<file path="config.mk">
export PLATFORM = sky130hd
export DESIGN_NAME = multi_channel_graph_buffer
export DESIGN_NICKNAME = d
export VERILOG_FILES = /design/src/rtl/multi_channel_graph_buffer.sv
export SDC_FILE = /design/constraint.sdc
export NUM_CORES = 2
export LEC_CHECK = 0
export CORE_ASPECT_RATIO = 0.75
export CORE_MARGIN = 3
export CORE_UTILIZATION = 50
export CTS_CLUSTER_DIAMETER = 30
export DETAILED_ROUTE_END_ITERATION = 10
export PLACE_DENSITY_LB_ADDON = 0.05
export SLEW_MARGIN = 15
export SYNTH_ARGS = -nofsm -noshare
export SYNTH_HDL_FRONTEND = slang
export SYNTH_SLANG_ARGS = --single-unit
</file>
<file path="constraint.sdc">
create_clock -name clk -period 5.6 [get_ports clk]
set_input_delay 0.84 -clock clk [delete_from_list [all_inputs] [get_ports clk]]
set_output_delay 0.84 -clock clk [all_outputs]
set_load 0.005 [all_outputs]
</file>
<file path="src/rtl/multi_channel_graph_buffer.sv">
// Double-buffered column-height cache: bursts N_CH*N_COLS samples from the char RAM into a
// shadow buffer, then swaps it into the visible buffer (optionally at end of frame).
module multi_channel_graph_buffer #(
   parameter int          N_CH        = 5,
   parameter int          N_COLS      = 20,
   parameter int          W           = 8,
   parameter int          AW          = 13,
   parameter logic [AW-1:0] BASE_ADDR = 13'h800,
   parameter int          CH_STRIDE   = 20,
   parameter int          READ_LAT    = 1,
   parameter int          SWAP_ON_EOF = 1
) (
   input  logic                     clk,
   input  logic                     rst,
   input  logic                     en,
   input  logic                     trg,
   input  logic                     eof,
   input  logic [N_CH-1:0]          ch_mask,
   input  logic [W-1:0]             mem_rdata,
   output logic [AW-1:0]            mem_addr,
   output logic [N_CH*N_COLS*W-1:0] out,
   output logic                     busy,
   output logic                     frame_valid,
   output logic [7:0]               upd_cnt
);

   localparam int TOTAL = N_CH * N_COLS;
   localparam int IW    = (TOTAL > 1) ? $clog2(TOTAL) : 1;
   localparam int CW    = (N_CH > 1) ? $clog2(N_CH) : 1;
   localparam int LW    = (N_COLS > 1) ? $clog2(N_COLS) : 1;
   localparam int DW    = (READ_LAT > 1) ? $clog2(READ_LAT) : 1;

   localparam logic [2:0] StIdle    = 3'd0;
   localparam logic [2:0] StFetch   = 3'd1;
   localparam logic [2:0] StDrain   = 3'd2;
   localparam logic [2:0] StWaitEof = 3'd3;
   localparam logic [2:0] StSwap    = 3'd4;

   logic [2:0]              state;
   logic [IW-1:0]           idx;
   logic [CW-1:0]           ch;
   logic [LW-1:0]           col;
   logic [AW-1:0]           ch_base;
   logic [DW-1:0]           drain_cnt;
   logic                    pending;
   logic [N_CH*N_COLS*W-1:0] shadow;

   // Each issued address carries its entry index and mask bit down to the capture point.
   logic                    tag_vld [READ_LAT];
   logic [IW-1:0]           tag_idx [READ_LAT];
   logic                    tag_msk [READ_LAT];

   assign busy = (state != StIdle);

   always_ff @(posedge clk) begin
      if (rst) begin
         state       <= StIdle;
         idx         <= '0;
         ch          <= '0;
         col         <= '0;
         ch_base     <= BASE_ADDR;
         mem_addr    <= BASE_ADDR;
         drain_cnt   <= '0;
         pending     <= 1'b0;
         shadow      <= '0;
         out         <= '0;
         frame_valid <= 1'b0;
         upd_cnt     <= 8'd0;
         for (int s = 0; s < READ_LAT; s++) begin
            tag_vld[s] <= 1'b0;
            tag_idx[s] <= '0;
            tag_msk[s] <= 1'b0;
         end
      end else begin
         tag_vld[0] <= (state == StFetch) && en;
         tag_idx[0] <= idx;
         tag_msk[0] <= ch_mask[ch];
         for (int s = 1; s < READ_LAT; s++) begin
            tag_vld[s] <= tag_vld[s-1] && en;
            tag_idx[s] <= tag_idx[s-1];
            tag_msk[s] <= tag_msk[s-1];
         end

         if (tag_vld[READ_LAT-1]) begin
            shadow[tag_idx[READ_LAT-1]*W +: W] <= tag_msk[READ_LAT-1] ? mem_rdata : '0;
         end

         if (state == StIdle) begin
            if (trg && en) begin
               state    <= StFetch;
               idx      <= '0;
               ch       <= '0;
               col      <= '0;
               ch_base  <= BASE_ADDR;
               mem_addr <= BASE_ADDR;
            end
         end else if (!en) begin
            state   <= StIdle;
            pending <= 1'b0;
         end else begin
            if (trg) pending <= 1'b1;
            case (state)
               StFetch: begin
                  if (idx == IW'(TOTAL - 1)) begin
                     state     <= StDrain;
                     drain_cnt <= '0;
                  end else begin
                     idx <= idx + 1'b1;
                     if (col == LW'(N_COLS - 1)) begin
                        col      <= '0;
                        ch       <= ch + 1'b1;
                        ch_base  <= ch_base + AW'(CH_STRIDE);
                        mem_addr <= ch_base + AW'(CH_STRIDE);
                     end else begin
                        col      <= col + 1'b1;
                        mem_addr <= mem_addr + 1'b1;
                     end
                  end
               end
               StDrain: begin
                  if (drain_cnt == DW'(READ_LAT - 1)) begin
                     state <= (SWAP_ON_EOF != 0) ? StWaitEof : StSwap;
                  end else begin
                     drain_cnt <= drain_cnt + 1'b1;
                  end
               end
               StWaitEof: begin
                  if (eof) state <= StSwap;
               end
               StSwap: begin
                  out         <= shadow;
                  frame_valid <= 1'b1;
                  upd_cnt     <= upd_cnt + 8'd1;
                  pending     <= 1'b0;
                  // A trigger landing in the swap cycle itself also restarts the fetch.
                  if (pending || trg) begin
                     state    <= StFetch;
                     idx      <= '0;
                     ch       <= '0;
                     col      <= '0;
                     ch_base  <= BASE_ADDR;
                     mem_addr <= BASE_ADDR;
                  end else begin
                     state <= StIdle;
                  end
               end
               default: state <= StIdle;
            endcase
         end
      end
   end

endmodule
</file>
==> flow_summary_export.csv <==
group,metric,value,unit
timing,layout_min_cycle_time,5.019,ns
pwr,p_leak,30.64,nW
floorplanning,ios,841,
pwr,power_frac_comb,0.015,
timing,tightest_slew,1.248,ns
cells_and_area,layout.cells.non_filler,9765,
worst_hold_path,hold_class,"flop to flop",
cts,tritoncts,"built",
setup_path,cp_data_required_time,6.39,ns
yosys,ys_types,107,
timing,hold_violations,0,
placement,dp.cells,9270,
global_route,grt.met1_usage,0.4701,
setup_path,worstPathArrival,5.81,ns
yosys,synth_fp_nets,7277,
cts,worstSkewPairLatency,0.90,ns
setup_path,cp-start-kind,"flop",
cts,root_buffer,"clkbuf_16",
yosys,ys_ff_latch,1661,
routing,num_vias,56220,
global_route,grt.met2_usage,0.5345,
pwr,power.switching_fraction,0.2147,
cells_and_area,fillCellCount,10310,
floorplanning,initial_core_util,0.5070,
yosys,ys.flop_type,"dfxtp_1",
cts,clk_path_buf_depth,4,
cells_and_area,multi_input_area,0.02729,mm^2
pwr,p_int,23.49,mW
job,drv_cap,0,
cts,h-tree-depth,5,
pwr,report.power.total,29.91,mW
timing,setup_violations,0,
global_route,overflow,0,
routing,drc_errors,0,
setup_path,setup.worst_path.end_class,"flop",
cells_and_area,fin_nets,7946,
floorplanning,rows,111,
global_route,antenna_found_initial,8,
timing,maxSlewViolCount,0,
routing,drt_first_iter_violations,6003,
timing,fmax,199.3,MHz
placement,gp_congestion,0.9033,
cts,cts.sink_count,1661,
yosys,avgSynthCellArea,8.604,um^2
yosys,ys_warn_count,0,
global_route,grtUsageTotal,0.3549,
timing,finalCritPeriodShare,0.8962,
cts,cts_hold_buf,0,
pwr,seq_power_share,0.396,
cells_and_area,register_area,0.03325,mm^2
floorplanning,coreArea,0.1231,mm^2
setup_path,worstSetupPathType,"flop to flop",
cts,cts_resized,0,
timing,setup_tns,0,ns
yosys,syn_inst,7251,
timing,slew_headroom,0.1668,
timing,rsz0062_at_grt,"false",
yosys,async_flop_share,0,
cts,path_clk_slew,0.06,ns
routing,drt-pass1-iter-count,8,
floorplanning,dieArea,0.1291,mm^2
floorplanning,die_h,311.9,um
run_status,status,"completed",
cts,post_cts_buffers,0,
timing,clock_skew,0.04348,ns
cells_and_area,final_util,0.6643,
global_route,grt_max_degree,220,
pwr,ir_drop,0.0003346,V
yosys,ys_seq_area_frac,0.5330,
cells_and_area,syn2layout_area_growth,31.02,%
pwr,powerDensity,365.9,mW/mm^2
global_route,grt_pass1_vias,52530,
yosys,syn_area,0.06239,mm^2
pwr,switching_power,6.420,mW
setup_path,critPathMaxFanout,32,
global_route,use_met3,0.09818,
routing,via_per_inst,5.757,
cells_and_area,drive_above_1_share,0.09205,
cells_and_area,final_area,0.08174,mm^2
global_route,grt_pass1_wl,346500,um
routing,ant_nets,0,
routing,wl,238800,um
placement,postPlaceCellArea,0.07204,mm^2
cts,numCtsBuffers,285,
yosys,synth_edf_count,0,
placement,port_buffers,840,
placement,place_hpwl,160200,um
floorplanning,chipWidth,413.9,um
pwr,power_frac_clock,0.588,
global_route,top_usage_layer,"met2",
routing,avgRoutedWirePerCell,24.46,um
==> registers in the layout, indices dropped and copies added, names as in the netlist <==
signal       flops
ch               3
ch_base         11
shadow         800
idx              7
mem_addr        13
tag_vld          1
pending          1
tag_idx          7
upd_cnt          8
state            3
tag_msk          1
col              5
out            800
frame_valid      1
==> cell usage after synthesis, types with 6 or more instances <==
cell type,n,share of area
nand2b_1,18,0.0018
or3_1,56,0.0056
buf_4,7,0.00084
and2_1,10,0.0010
a31o_2,13,0.0018
nand3_2,34,0.0055
and3_1,13,0.0013
o211ai_2,7,0.0014
inv_1,16,0.00096
buf_1,10,0.00060
a21oi_1,927,0.074
ha_1,8,0.0016
a22o_1,10,0.0014
nand2_2,18,0.0018
o31ai_1,20,0.0024
nor2b_1,13,0.0013
and4_1,11,0.0015
dfxtp_1,1661,0.53
xnor2_1,10,0.0014
nand4_1,41,0.0041
xor2_1,17,0.0024
o211ai_1,40,0.0048
nor2_1,191,0.011
nor4_1,14,0.0014
buf_2,69,0.0055
mux2i_1,608,0.098
o21ai_1,12,0.00096
a21boi_1,6,0.00072
nand3_1,289,0.023
clkbuf_1,465,0.028
nor3_1,77,0.0062
o21ai_0,129,0.010
o211a_1,9,0.0014
nand2_1,2280,0.14
a211oi_1,8,0.00096
==> power groups by stage <==
stage / sequential, mW / clock (mW) / combinational, mW
finish: 11.8 / 17.6 / 0.461
global route: 11.8 / 18.3 / 0.485
CTS: 11.8 / 17.7 / 0.449
detailed placement: 12.1 / 0 / 0.447
global placement: 12.1 / 0 / 0.446
floorplan: 12.1 / 0 / 0.298
==> critical path, cell delays in order, from the launching register on <==
cell and delay (ns):
dfxtp_1 0.30, buf_4 0.20, inv_1 0.08, ha_1 0.51, or3b_1 0.40, buf_4 0.26
nor2_1 0.13, ha_1 0.28, nor2b_1 0.36, o311a_1 0.82, a21boi_2 0.89, nand2_2 0.38
mux2i_1 0.30
==> area by class of cell <==
cell class | count | share of cell area
inverter | 16 | 0.0008265
clock inverter | 140 | 0.02218
timing repair buffer | 937 | 0.1152
clock buffer | 353 | 0.09609
tap | 1638 | 0.02507
multi-input combinational | 5019 | 0.3338
sequential | 1661 | 0.4068
antenna | 1 | 0.00003061
==> routing by layer <==
metal	vias up	part of all wire	wire length, um
met4	2	0.049	11690
met5	-	0.000033	8
met3	494	0.098	23330
met1	27370	0.41	97760
met2	2570	0.44	106100
li1	25780	-	-
==> stage by stage <==
step / setup WS (ns) / hold slack [ns]
5_1_grt: 0.4674 / 0.4425
2_1_floorplan: 1.892 / 0.4273
4_1_cts: 0.7732 / 0.4039
3_3_place_gp: 0.9383 / 0.4365
6_report: 0.5815 / 0.4332
3_5_place_dp: 0.8321 / 0.4427
==> final timing paths <==
| path | start | slack, ns | end | depth (start not counted) |
|---|---|---|---|---|
| setup / recovery | tag_idx[0][0] | 0.58 | shadow[630] | 12 |
| hold / removal | shadow[323] | 0.43 | out[323] | 2 |
| setup reg to reg | tag_idx[0][0] | 0.58 | shadow[630] | 12 |
| hold reg to reg | shadow[323] | 0.43 | out[323] | 2 |
==> cell usage in the layout, fill, tap and decap left out, types with 34 or more instances in the layout <==
cell,instances
nand2_1,2278
dfxtp_1,1660
a21oi_1,925
clkdlybuf4s50_1,839
mux2i_1,608
clkbuf_16,291
nand3_1,289
nor2_1,167
o21ai_0,127
nor3_1,75
buf_4,75
or3_1,56
nand4_1,41
o211ai_1,40
clkinv_2,36
bufinv_16,35
nand3_2,34
clkbuf_8,34
==> cells by family after synthesis <==
family / after synthesis / synth area share
and+or+nand+nor: 3112 / 0.2110
buffers and inverters: 571 / 0.03664
muxes: 610 / 0.09809
xor gates and xnor gates: 29 / 0.004312
AOI/OAI and AO/OA: 1260 / 0.1154
DFF: 1661 / 0.5330
adders and majority gates: 8 / 0.001604
Note: power is estimated with default switching activity, not from simulation.
